## src/rtl/ula_pkg.sv

```systemverilog
// ula_pkg: shared FSM state encodings and add/sub mode constants for the ALU datapath
package ula_pkg;
  typedef enum logic [1:0] {ST_IDLE = 2'd0, ST_CALC = 2'd1, ST_FIM = 2'd2} estado_t;
  localparam logic MODO_SOMA = 1'b0;
  localparam logic MODO_SUB  = 1'b1;
endpackage

```

## src/rtl/somador_digito.sv

```systemverilog
// somador_digito: combinational DIGIT-bit adder; ports a, b, cin in, s, cout out
module somador_digito #(
  parameter int DIGIT = 4
) (
  input  logic [DIGIT-1:0] a,
  input  logic [DIGIT-1:0] b,
  input  logic             cin,
  output logic [DIGIT-1:0] s,
  output logic             cout
);
  assign {cout, s} = {1'b0, a} + {1'b0, b} + {{DIGIT{1'b0}}, cin};
endmodule

```

## src/rtl/somador_subtrator_serial.sv

```systemverilog
// somador_subtrator_serial: digit-serial add/sub; in clk rst start modo a b, out busy done s cout overflow zero
module somador_subtrator_serial
  import ula_pkg::*;
#(
  parameter int WIDTH = 16,
  parameter int DIGIT = 4
) (
  input  logic             clk,
  input  logic             rst,
  input  logic             start,
  input  logic             modo,
  input  logic [WIDTH-1:0] a,
  input  logic [WIDTH-1:0] b,
  output logic             busy,
  output logic             done,
  output logic [WIDTH-1:0] s,
  output logic             cout,
  output logic             overflow,
  output logic             zero
);
  localparam int N = WIDTH / DIGIT;
  localparam int CW = N > 1 ? $clog2(N) : 1;
  localparam logic [CW-1:0] LAST = CW'(N - 1);
  estado_t st, st_n;
  logic [WIDTH-1:0] op_a, op_b, acc, res;
  logic [DIGIT-1:0] dsum;
  logic [CW-1:0] cnt;
  logic carry, dco, accept, last;
  somador_digito #(.DIGIT(DIGIT)) u_dig (
    .a   (op_a[cnt*DIGIT +: DIGIT]),
    .b   (op_b[cnt*DIGIT +: DIGIT]),
    .cin (carry),
    .s   (dsum),
    .cout(dco)
  );
  always_ff @(posedge clk or posedge rst)
    if (rst) st <= ST_IDLE;
    else st <= st_n;
  always_comb begin
    last   = cnt == LAST;
    accept = start && st != ST_CALC;
    busy   = st == ST_CALC;
    done   = st == ST_FIM;
    st_n   = st == ST_CALC ? (last ? ST_FIM : ST_CALC) : (accept ? ST_CALC : ST_IDLE);
  end
  always_comb begin
    res = acc;
    res[cnt*DIGIT +: DIGIT] = dsum;
  end
  always_ff @(posedge clk or posedge rst)
    if (rst) begin
      op_a     <= '0;
      op_b     <= '0;
      acc      <= '0;
      carry    <= 1'b0;
      cnt      <= '0;
      s        <= '0;
      cout     <= 1'b0;
      overflow <= 1'b0;
      zero     <= 1'b0;
    end else if (accept) begin
      op_a  <= a;
      op_b  <= b ^ {WIDTH{modo}};
      carry <= modo;
      cnt   <= '0;
    end else if (st == ST_CALC) begin
      acc   <= res;
      carry <= dco;
      cnt   <= last ? '0 : cnt + 1'b1;
      if (last) begin
        s        <= res;
        cout     <= dco;
        overflow <= (op_a[WIDTH-1] == op_b[WIDTH-1]) && (res[WIDTH-1] != op_a[WIDTH-1]);
        zero     <= res == '0;
      end
    end
endmodule

```

## config.mk

```make
export PLATFORM = sky130hd
export DESIGN_NAME = somador_subtrator_serial
export DESIGN_NICKNAME = d
export VERILOG_FILES = /design/src/rtl/ula_pkg.sv /design/src/rtl/somador_digito.sv /design/src/rtl/somador_subtrator_serial.sv
export SDC_FILE = /design/constraint.sdc
export NUM_CORES = 1
export LEC_CHECK = 0
export CORE_AREA = 4 4 87 89
export DETAILED_ROUTE_END_ITERATION = 6
export DIE_AREA = 0 0 91 93
export PLACE_DENSITY = 0.78
export SLEW_MARGIN = 25
export SYNTH_ARGS = -nofsm -noshare
export SYNTH_HDL_FRONTEND = slang
export SYNTH_SLANG_ARGS = --single-unit
```

## constraint.sdc

```tcl
create_clock -name clk -period 4.05 [get_ports clk]
set_input_delay 0.81 -clock clk [delete_from_list [all_inputs] [get_ports clk]]
set_output_delay 0.81 -clock clk [all_outputs]
set_load 0.1 [all_outputs]
```

== Yosys cells after proc, flatten, opt, wreduce, memory -nomap -nowiden ==
Cells that the tools add are included.
Cells by class
  equality and inequality tests: 6
  reduce and logical (&&, ||, !) cells: 6
  bitwise operators: 2
  shifts and indexed selects: 4
  add/subtract/negate cells: 4
  multiplexer cells: 9
Operator list (count)
  $neg 4->34: 1
  $shift 4x34->16 const A: 1
  $shiftx 4x34->16: 1
  $shiftx 16x5->4: 2
  $bwmux 16: 1
  $logic_not 16->1: 1
  $xor 16x16->16: 1
  $mux 2: 5
  $add 4x4->5: 1
  $add 5x1->5: 1
  $eq 2x2->1 const B: 2
  $mux 1: 3
  $reduce_and 3->1: 1
  $add 2x1->2 const B: 1
  $eq 2x1->1 const B: 1
  $logic_and 1x1->1: 2
  $ne 2x1->1 const B: 1
  $reduce_and 2->1: 1
  $reduce_bool 2->1: 1
  $eq 1x1->1: 1
  $ne 1x1->1: 1
  $not 1->1: 1
Storage, ports and cells
  word-level logic and storage cells: 41
  register bits: 72
  output and inout port bits: 21

== Logic depth before layout (Yosys ltp) ==
Gate-level depths: netlist (run 1).
  word-level depth: 7
  mapped depth: 10
  depth with buffers taken out: 9

== Cells and area by module ==
A second synthesis (run 1) with hierarchy kept.
Unflattened totals
  cells, all modules: 326
  area, all modules: 3580.9 µm²
Modules (own cells, without submodules)
  somador_subtrator_serial: area each 3437.0 µm², seq. area each 1801.7 µm², instances 1, cells each 310
  somador_digito: area each 143.9 µm², seq. area each 0.0 µm², instances 1, cells each 16

== Worst setup path before layout (run 1) ==
OpenSTA, ideal clock, no wires.
  path type: register to register
  start point: reg cnt[0]
  end point: reg zero
  stages on the path, launching flop included: 11
  data arrival time: 3151 ps
  library setup time: 71 ps
  slack: 829 ps
  path through: dfrtp_1 buf_2 mux4_2 fa_1 inv_1 fa_1 xnor2_1 nand2b_1 a221o_1 a2111oi_2 a32o_1
Between the ends
  longest elaborated chain between the ends: 6
  elaborated cells between the ends (all ways): 11
  classes of those cells: 3 x add/sub; 1 x eq/ne; 4 x shift; 1 x mux; 2 x reduce/logical
Ends and longest elaborated chain
  from (decl): line somador_subtrator_serial.sv:27  | logic [CW-1:0] cnt;
  from (signal assigned): line somador_subtrator_serial.sv:69  | cnt <= last ? '0 : cnt + 1'b1;
  $shiftx 16x5->4, on equally long branches: line somador_subtrator_serial.sv:30, somador_subtrator_serial.sv:31
  $add 4x4->5: line somador_digito.sv:11  | assign {cout, s} = {1'b0, a} + {1'b0, b} + {{DIGIT{1'b0}}, cin};
  $add 5x1->5: line somador_digito.sv:11
  $shiftx 4x34->16: line somador_subtrator_serial.sv:48  | res[cnt*DIGIT +: DIGIT] = dsum;
  $bwmux 16: line somador_subtrator_serial.sv:48
  $logic_not 16->1: line somador_subtrator_serial.sv:74  | zero <= res == '0;
  to (signal assigned): line somador_subtrator_serial.sv:60  | zero <= 1'b0;
  to (signal assigned): line somador_subtrator_serial.sv:74
  to (decl): line somador_subtrator_serial.sv:19  | output logic zero
Parallel ways exist; a longest one is shown, timed or not.
A chain may end at the register's enable or synchronous reset.

== Worst setup path in the final report (run 1) ==
Same ends and word-level chain as after synthesis.

==> results by group, run 1 <==
Run status
  – Outcome: complete, no violations

Critical path
  – Worst R2R Path Depth: 9
  – Reg2reg setup slack: 700 ps
  – Start point of the critical path: cnt[0]$_DFFE_PP0P_
  – WP data arrival: ~3600 ps
  – Req. time, crit path: 4330 ps
  – Critical path peak fanout: 10
  – R2r startpoint: cnt[0]$_DFFE_PP0P_
  – Crit Path Category: register to register
  – Setup crit start kind: register
  – FF-to-FF End: zero$_DFFE_PP0P_
  – CP endpoint kind: register

Drt
  – Number of remaining DRC errors: 0
  – Drt total wl: 7.380 mm
  – Drt pass-1 iters: 6
  – Post-DRT Antenna Nets: 0
  – Routed WL per cell: between 15 and 20 µm
  – Via count: 2580
  – DR vias/cell: approximately 5.6
  – Initial DRC count: 186

Clock tree
  – CTS Root Cell: clkbuf_8
  – H-Tree Depth: 3
  – CTS tree: yes
  – Cts hold-fix bufs: 0
  – Clk_lat worst skew: 350 ps
  – Resized Gates After CTS: 0
  – Post-CTS setup buffers: 0
  – Clk slew on worst S/H paths: roughly 70 ps
  – CTS Buf Count: 9
  – Clk buf depth: 2
  – CTS Sinks: between 70 and 80

Timing
  – Fin. Hold Viols: 0
  – Max frequency: 0.2985 GHz
  – Clk_skew: 8.375 ps
  – Final setup viols: 0
  – Period utilisation layout: 0.8272
  – Sum Neg Setup Slack: 0 ps
  – Slew Viols, Final: 0
  – RSZ-0062 raised after global routing: no
  – Worst Tran Pin Value: approximately 1000 ps
  – Rel. slew slack: 0.3469
  – Minimum clock period: 3350 ps

Synthesis
  – Number of flops mapped to enable cells by yosys: 0
  – Syn nets: 372
  – Number of synthesis warnings: 0
  – Synth Area in Simple Gates: 0.1194
  – Mux cell area share after synthesis: 0.1130
  – Predominant post-synthesis flop cell: dfrtp_1
  – Compound-Gate Fraction of Synth Area: 0.1377
  – Mean area per synthesized cell: 10.93 µm²
  – Library cells used by synthesis: 46
  – Largest family of logic cells by synthesized area: compound AO/OA/AOI/OAI gates
  – XOR/XNOR Fraction of Synth Area: 0.04190
  – Ys async rst share: 1.000
  – Seq cells post-synth: 72
  – Adder-cell share of the synthesized area: 0.04296
  – Synthesized cell area: between 3000 and 4000 µm²
  – Synth Instances: around 330
  – Register area share after synthesis: 0.5070

Final layout
  – Layout Nets: 423
  – Final instance area: roughly 4400 µm²
  – Layout cells sized above 1: 0.1263
  – # diodes: 0
  – Fillers: approximately 560
  – Area grow syn2layout: 23.45%

Floorplanning
  – Die area: 8463 µm²
  – Core footprint: 6756 µm²
  – Initial Util: 0.5259
  – Die width: just over 90 µm
  – Cell Rows: 30
  – Die height: approximately 93 µm
  – IO Count: 57

Place
  – RePlAce Congestion: 0.8593
  – I/O Buffers: between 50 and 60
  – Placed instance area: 4167 µm²
  – Post-DP HPWL: roughly 5.5 mm

Global routing
  – First-pass GRT wire length: between 10 and 15 mm
  – Grt met3 use: 0.04425
  – Global-route usage over all layers: 0.1889
  – Vias in the first global route: 2524
  – Gr busiest metal: met2
  – Initial antenna violation count: 0
  – Largest net degree at the start of global routing: 40
  – GRT overflow: 0
  – GR Layer Usage met2: 0.3121
  – Met1 usage: 0.2406

Min path
  – Hold Crit Class: register to register
  – Hold path depth: 2
  – Hold Crit Start: s[9]$_DFFE_PP0P_
  – Hold Path Sink: s[9]$_DFFE_PP0P_

Run
  – Max-Cap Viols: 0
flip-flops by register name (all words and copies together), names as in the netlist:
register,cells
acc,16
op_a,16
op_b,16
s,16
cnt,2
st,2
carry,1
cout,1
overflow,1
zero,1
critical path, cell delays in order (launching register included):
cell,delay [ps]
dfrtp_1,620
mux4_2,590
fa_1,420
inv_1,80
fa_1,190
xnor2_1,260
nand2b_1,250
a221o_1,330
a2111oi_2,340
a32o_1,210
through the flow:
step	utilization	setup slack [ps]	hold slack, ps	std cells
6_report	0.6493	699.8	484.5	460
5_1_grt	0.6493	498.7	510.0	460
4_1_cts	0.6493	674.0	490.2	460
3_5_place_dp	0.6167	702.7	473.7	445
3_3_place_gp	0.6163	770.1	460.0	445
2_1_floorplan	-	828.5	445.2	325
final cells by class:
| type | instances | area, µm² | share of cell area |
|---|---|---|---|
| Inverter | 12 | 45.04 | 0.01027 |
| Clock buffer | 12 | 155.1 | 0.03537 |
| Tap cell | 80 | 100.1 | 0.02282 |
| Multi-Input combinational cell | 221 | 1619 | 0.3691 |
| Timing Repair Buffer | 60 | 600.6 | 0.1369 |
| Sequential cell | 72 | 1802 | 0.4107 |
| Clock inverter | 3 | 65.06 | 0.01483 |
cell usage in the layout (no fill, tap or decap), types with 2 or more instances in the layout:
master and n:
nand2_1 43, or3_1 4, a22o_1 8, nor4_1 2, nor2_1 16, o31ai_1 4
nand2b_1 3, bufinv_16 2, inv_2 3, mux4_2 8, clkbuf_8 11, a21o_1 3
ha_1 9, o22ai_1 2, xnor2_1 17, a22oi_1 2, o21ai_0 9, clkdlybuf4s50_1 55
mux2_2 14, fa_1 2, a31oi_1 4, mux2i_1 3, dfrtp_1 72, inv_1 8
nor3_1 6, o21ai_1 28, a21oi_1 5, nor2b_1 5, mux2_1 3, buf_4 4
a221oi_1 6, and2_1 2
worst max-delay path by stage:
stage,endpoint,slack (ps),cells past startpoint
after floorplan,zero$_DFFE_PP0P_,830,10
final,zero$_DFFE_PP0P_,700,9
after detailed placement,zero$_DFFE_PP0P_,700,9
after CTS,zero$_DFFE_PP0P_,670,9
after global routing,zero$_DFFE_PP0P_,500,9
after global placement,zero$_DFFE_PP0P_,770,9
synth_stat cells, types with 4 or more instances:
cell	instances	area (µm²)
mux2_2	14	157.7
nor2_1	16	60.06
mux4_2	8	180.2
o21ai_1	28	140.1
nor2b_1	5	31.28
nor3_1	6	30.03
a221oi_1	6	52.55
a21oi_1	5	25.02
xnor2_1	17	148.9
o31ai_1	4	30.03
or3_1	4	25.02
inv_1	9	33.78
a31oi_1	4	25.02
o21ai_0	9	45.04
clkbuf_1	12	45.04
dfrtp_1	72	1802
nand2_1	44	165.2
ha_1	9	112.6
a22o_1	8	70.07
kinds of logic after synthesis:
group                    after synthesis
XOR/XNOR                              17
buffers and inverters                 32
multiplexers                          28
AND/OR/NAND/NOR                       89
adder cells (fa/ha/maj)               11
flip-flops                            72
AO/OA/AOI/OAI                         76
metal layers:
layer / vias up / part of all wire
li1: 1259 / -
met1: 1237 / 0.44
met2: 73 / 0.50
met3: 11 / 0.047
met4: 0 / 0.016
met5: - / 0
Power of run 1 is not shown: default switching activity piles up to over one toggle a cycle in this logic, so the estimate is an artifact.
==> run 2, diff against run 1 <==
==> constraint.sdc (replaced) <==
create_clock -name clk -period 3.16 [get_ports clk]
set_input_delay 0.632 -clock clk [delete_from_list [all_inputs] [get_ports clk]]
set_output_delay 0.632 -clock clk [all_outputs]
set_load 0.1 [all_outputs]
==> results by group, run 2 (synthesis gave the netlist of run 1 again) <==
Clock tree
  – CTS tree: yes
  – CTS Buf Count: 9
  – Clk_lat worst skew: 350 ps
  – Clk slew on worst S/H paths: 70 ps
  – H-Tree Depth: 3
  – Clk buf depth: 2
  – CTS Root Cell: clkbuf_8
  – CTS Sinks: 72
  – Cts hold-fix bufs: 0

Critical path
  – Start point of the critical path: cnt[0]$_DFFE_PP0P_
  – Critical path peak fanout: 6
  – R2r startpoint: cnt[0]$_DFFE_PP0P_
  – WP data arrival: 3170 ps
  – Critical Path Sink: zero$_DFFE_PP0P_
  – Reg2reg setup slack: 230 ps
  – Crit Path Category: register to register
  – FF-to-FF End: zero$_DFFE_PP0P_
  – CP endpoint kind: register
  – Req. time, crit path: 3400 ps
  – Worst R2R Path Depth: 8
  – Setup crit start kind: register

Drt
  – Via count: approximately 2600
  – Post-DRT Antenna Nets: 0
  – Number of remaining DRC errors: 0
  – Drt total wl: 7.618 mm
  – Initial DRC count: 140
  – DR vias/cell: 5.668
  – Drt pass-1 iters: 5
  – Routed WL per cell: 16.31 µm

Global routing
  – Largest net degree at the start of global routing: 43
  – Initial antenna violation count: 0
  – GRT overflow: 0
  – Global-route usage over all layers: 0.1951
  – Vias in the first global route: 2727
  – First-pass GRT wire length: 12.97 mm

Final layout
  – Multi-input logic area: 1617 µm²
  – Area grow syn2layout: 23.56%
  – Final Util: 0.6498
  – Commonest cells after routing, fill and taps aside: dfrtp_1 (71), nand2_1 (44), clkdlybuf4s50_1 (35), buf_4 (30), o21ai_1 (28)
  – FF/Latch Area: 1803 µm²
  – Fillers: 558
  – # diodes: 0
  – Commonest non-fill, non-tap cell in the layout: dfrtp_1
  – Layout cells sized above 1: 0.1964
  – Layout Nets: 429

Timing
  – Clk_skew: 7.122 ps
  – Max frequency: 0.3418 GHz
  – Final setup viols: 0
  – Period utilisation layout: 0.9260
  – Hold Slack: 486.4 ps
  – RSZ-0062 raised after global routing: no
  – Fin. Hold Viols: 0
  – Slew Viols, Final: 0
  – Worst Tran Pin Value: 892.1 ps
  – Sum Neg Setup Slack: 0 ps
  – Minimum clock period: between 2000 and 3000 ps
  – Rel. slew slack: 0.4034

Place
  – Post-DP HPWL: 5.669 mm
  – I/O Buffers: 56
  – RePlAce Congestion: 0.9140

Floorplanning
  – IO Count: 57
  – Cell Rows: 30
  – Die height: just over 90 µm
  – Die area: 8463 µm²
  – Core footprint: 6756 µm²
  – Initial Util: 0.5259
  – Die width: 91 µm

Run
  – Max-Cap Viols: 0

Min path
  – Hold Crit Start: s[4]$_DFFE_PP0P_
  – Hold path depth: 2
  – Hold Crit Class: register to register

Run status
  – Outcome: complete, no violations
[run 2: worst min-delay path by stage]
stage                                 to  slack [ps]
CTS                   acc[7]$_DFFE_PP0P_         490
floorplan            op_b[4]$_DFFE_PP0P_         450
global route         op_b[8]$_DFFE_PP0P_         520
global placement    op_b[12]$_DFFE_PP0P_         470
finish                  s[4]$_DFFE_PP0P_         490
detailed placement    acc[7]$_DFFE_PP0P_         480
[run 2: timing repair]
action | in CTS | in global routing
buffers inserted | 0 | 0
gates resized for setup | 0 | 1
endpoints found under the setup margin | 0 | 1
[run 2: through the flow]
stage          area [µm²]  setup slack, ps  instances
6_report             4390            233.9        467
3_3_place_gp         4159            225.9        451
5_1_grt              4390            47.86        467
4_1_cts              4389            139.7        467
2_1_floorplan        3556            20.11        325
3_5_place_dp         4159            158.3        451
[run 2: worst max-delay path, cell delays in order, from the launching register on]
cell and delay, ps:
dfrtp_2 440, mux4_2 540, fa_1 420, inv_1 80
fa_1 520, nor4_1 210, mux2i_1 160, and4_1 210
a32o_1 230
[run 2: metal layers]
layer	track usage	vias to the layer above	wire length, µm
li1	-	1267	-
met1	0.2419	1287	3255
met2	0.3305	78	3800
met3	0.03620	15	397
met4	0.09422	0	165
met5	0	-	0
[run 2: layout make-up]
type / instances / area share
clock inverters: 5 / 0.01795
well taps: 80 / 0.02280
repair buffers: 66 / 0.1357
flip-flops and latches: 72 / 0.4107
multi-input cells: 221 / 0.3682
clock buffers: 11 / 0.03448
inverters: 12 / 0.01026
Power of run 2 is left out for the same reason.
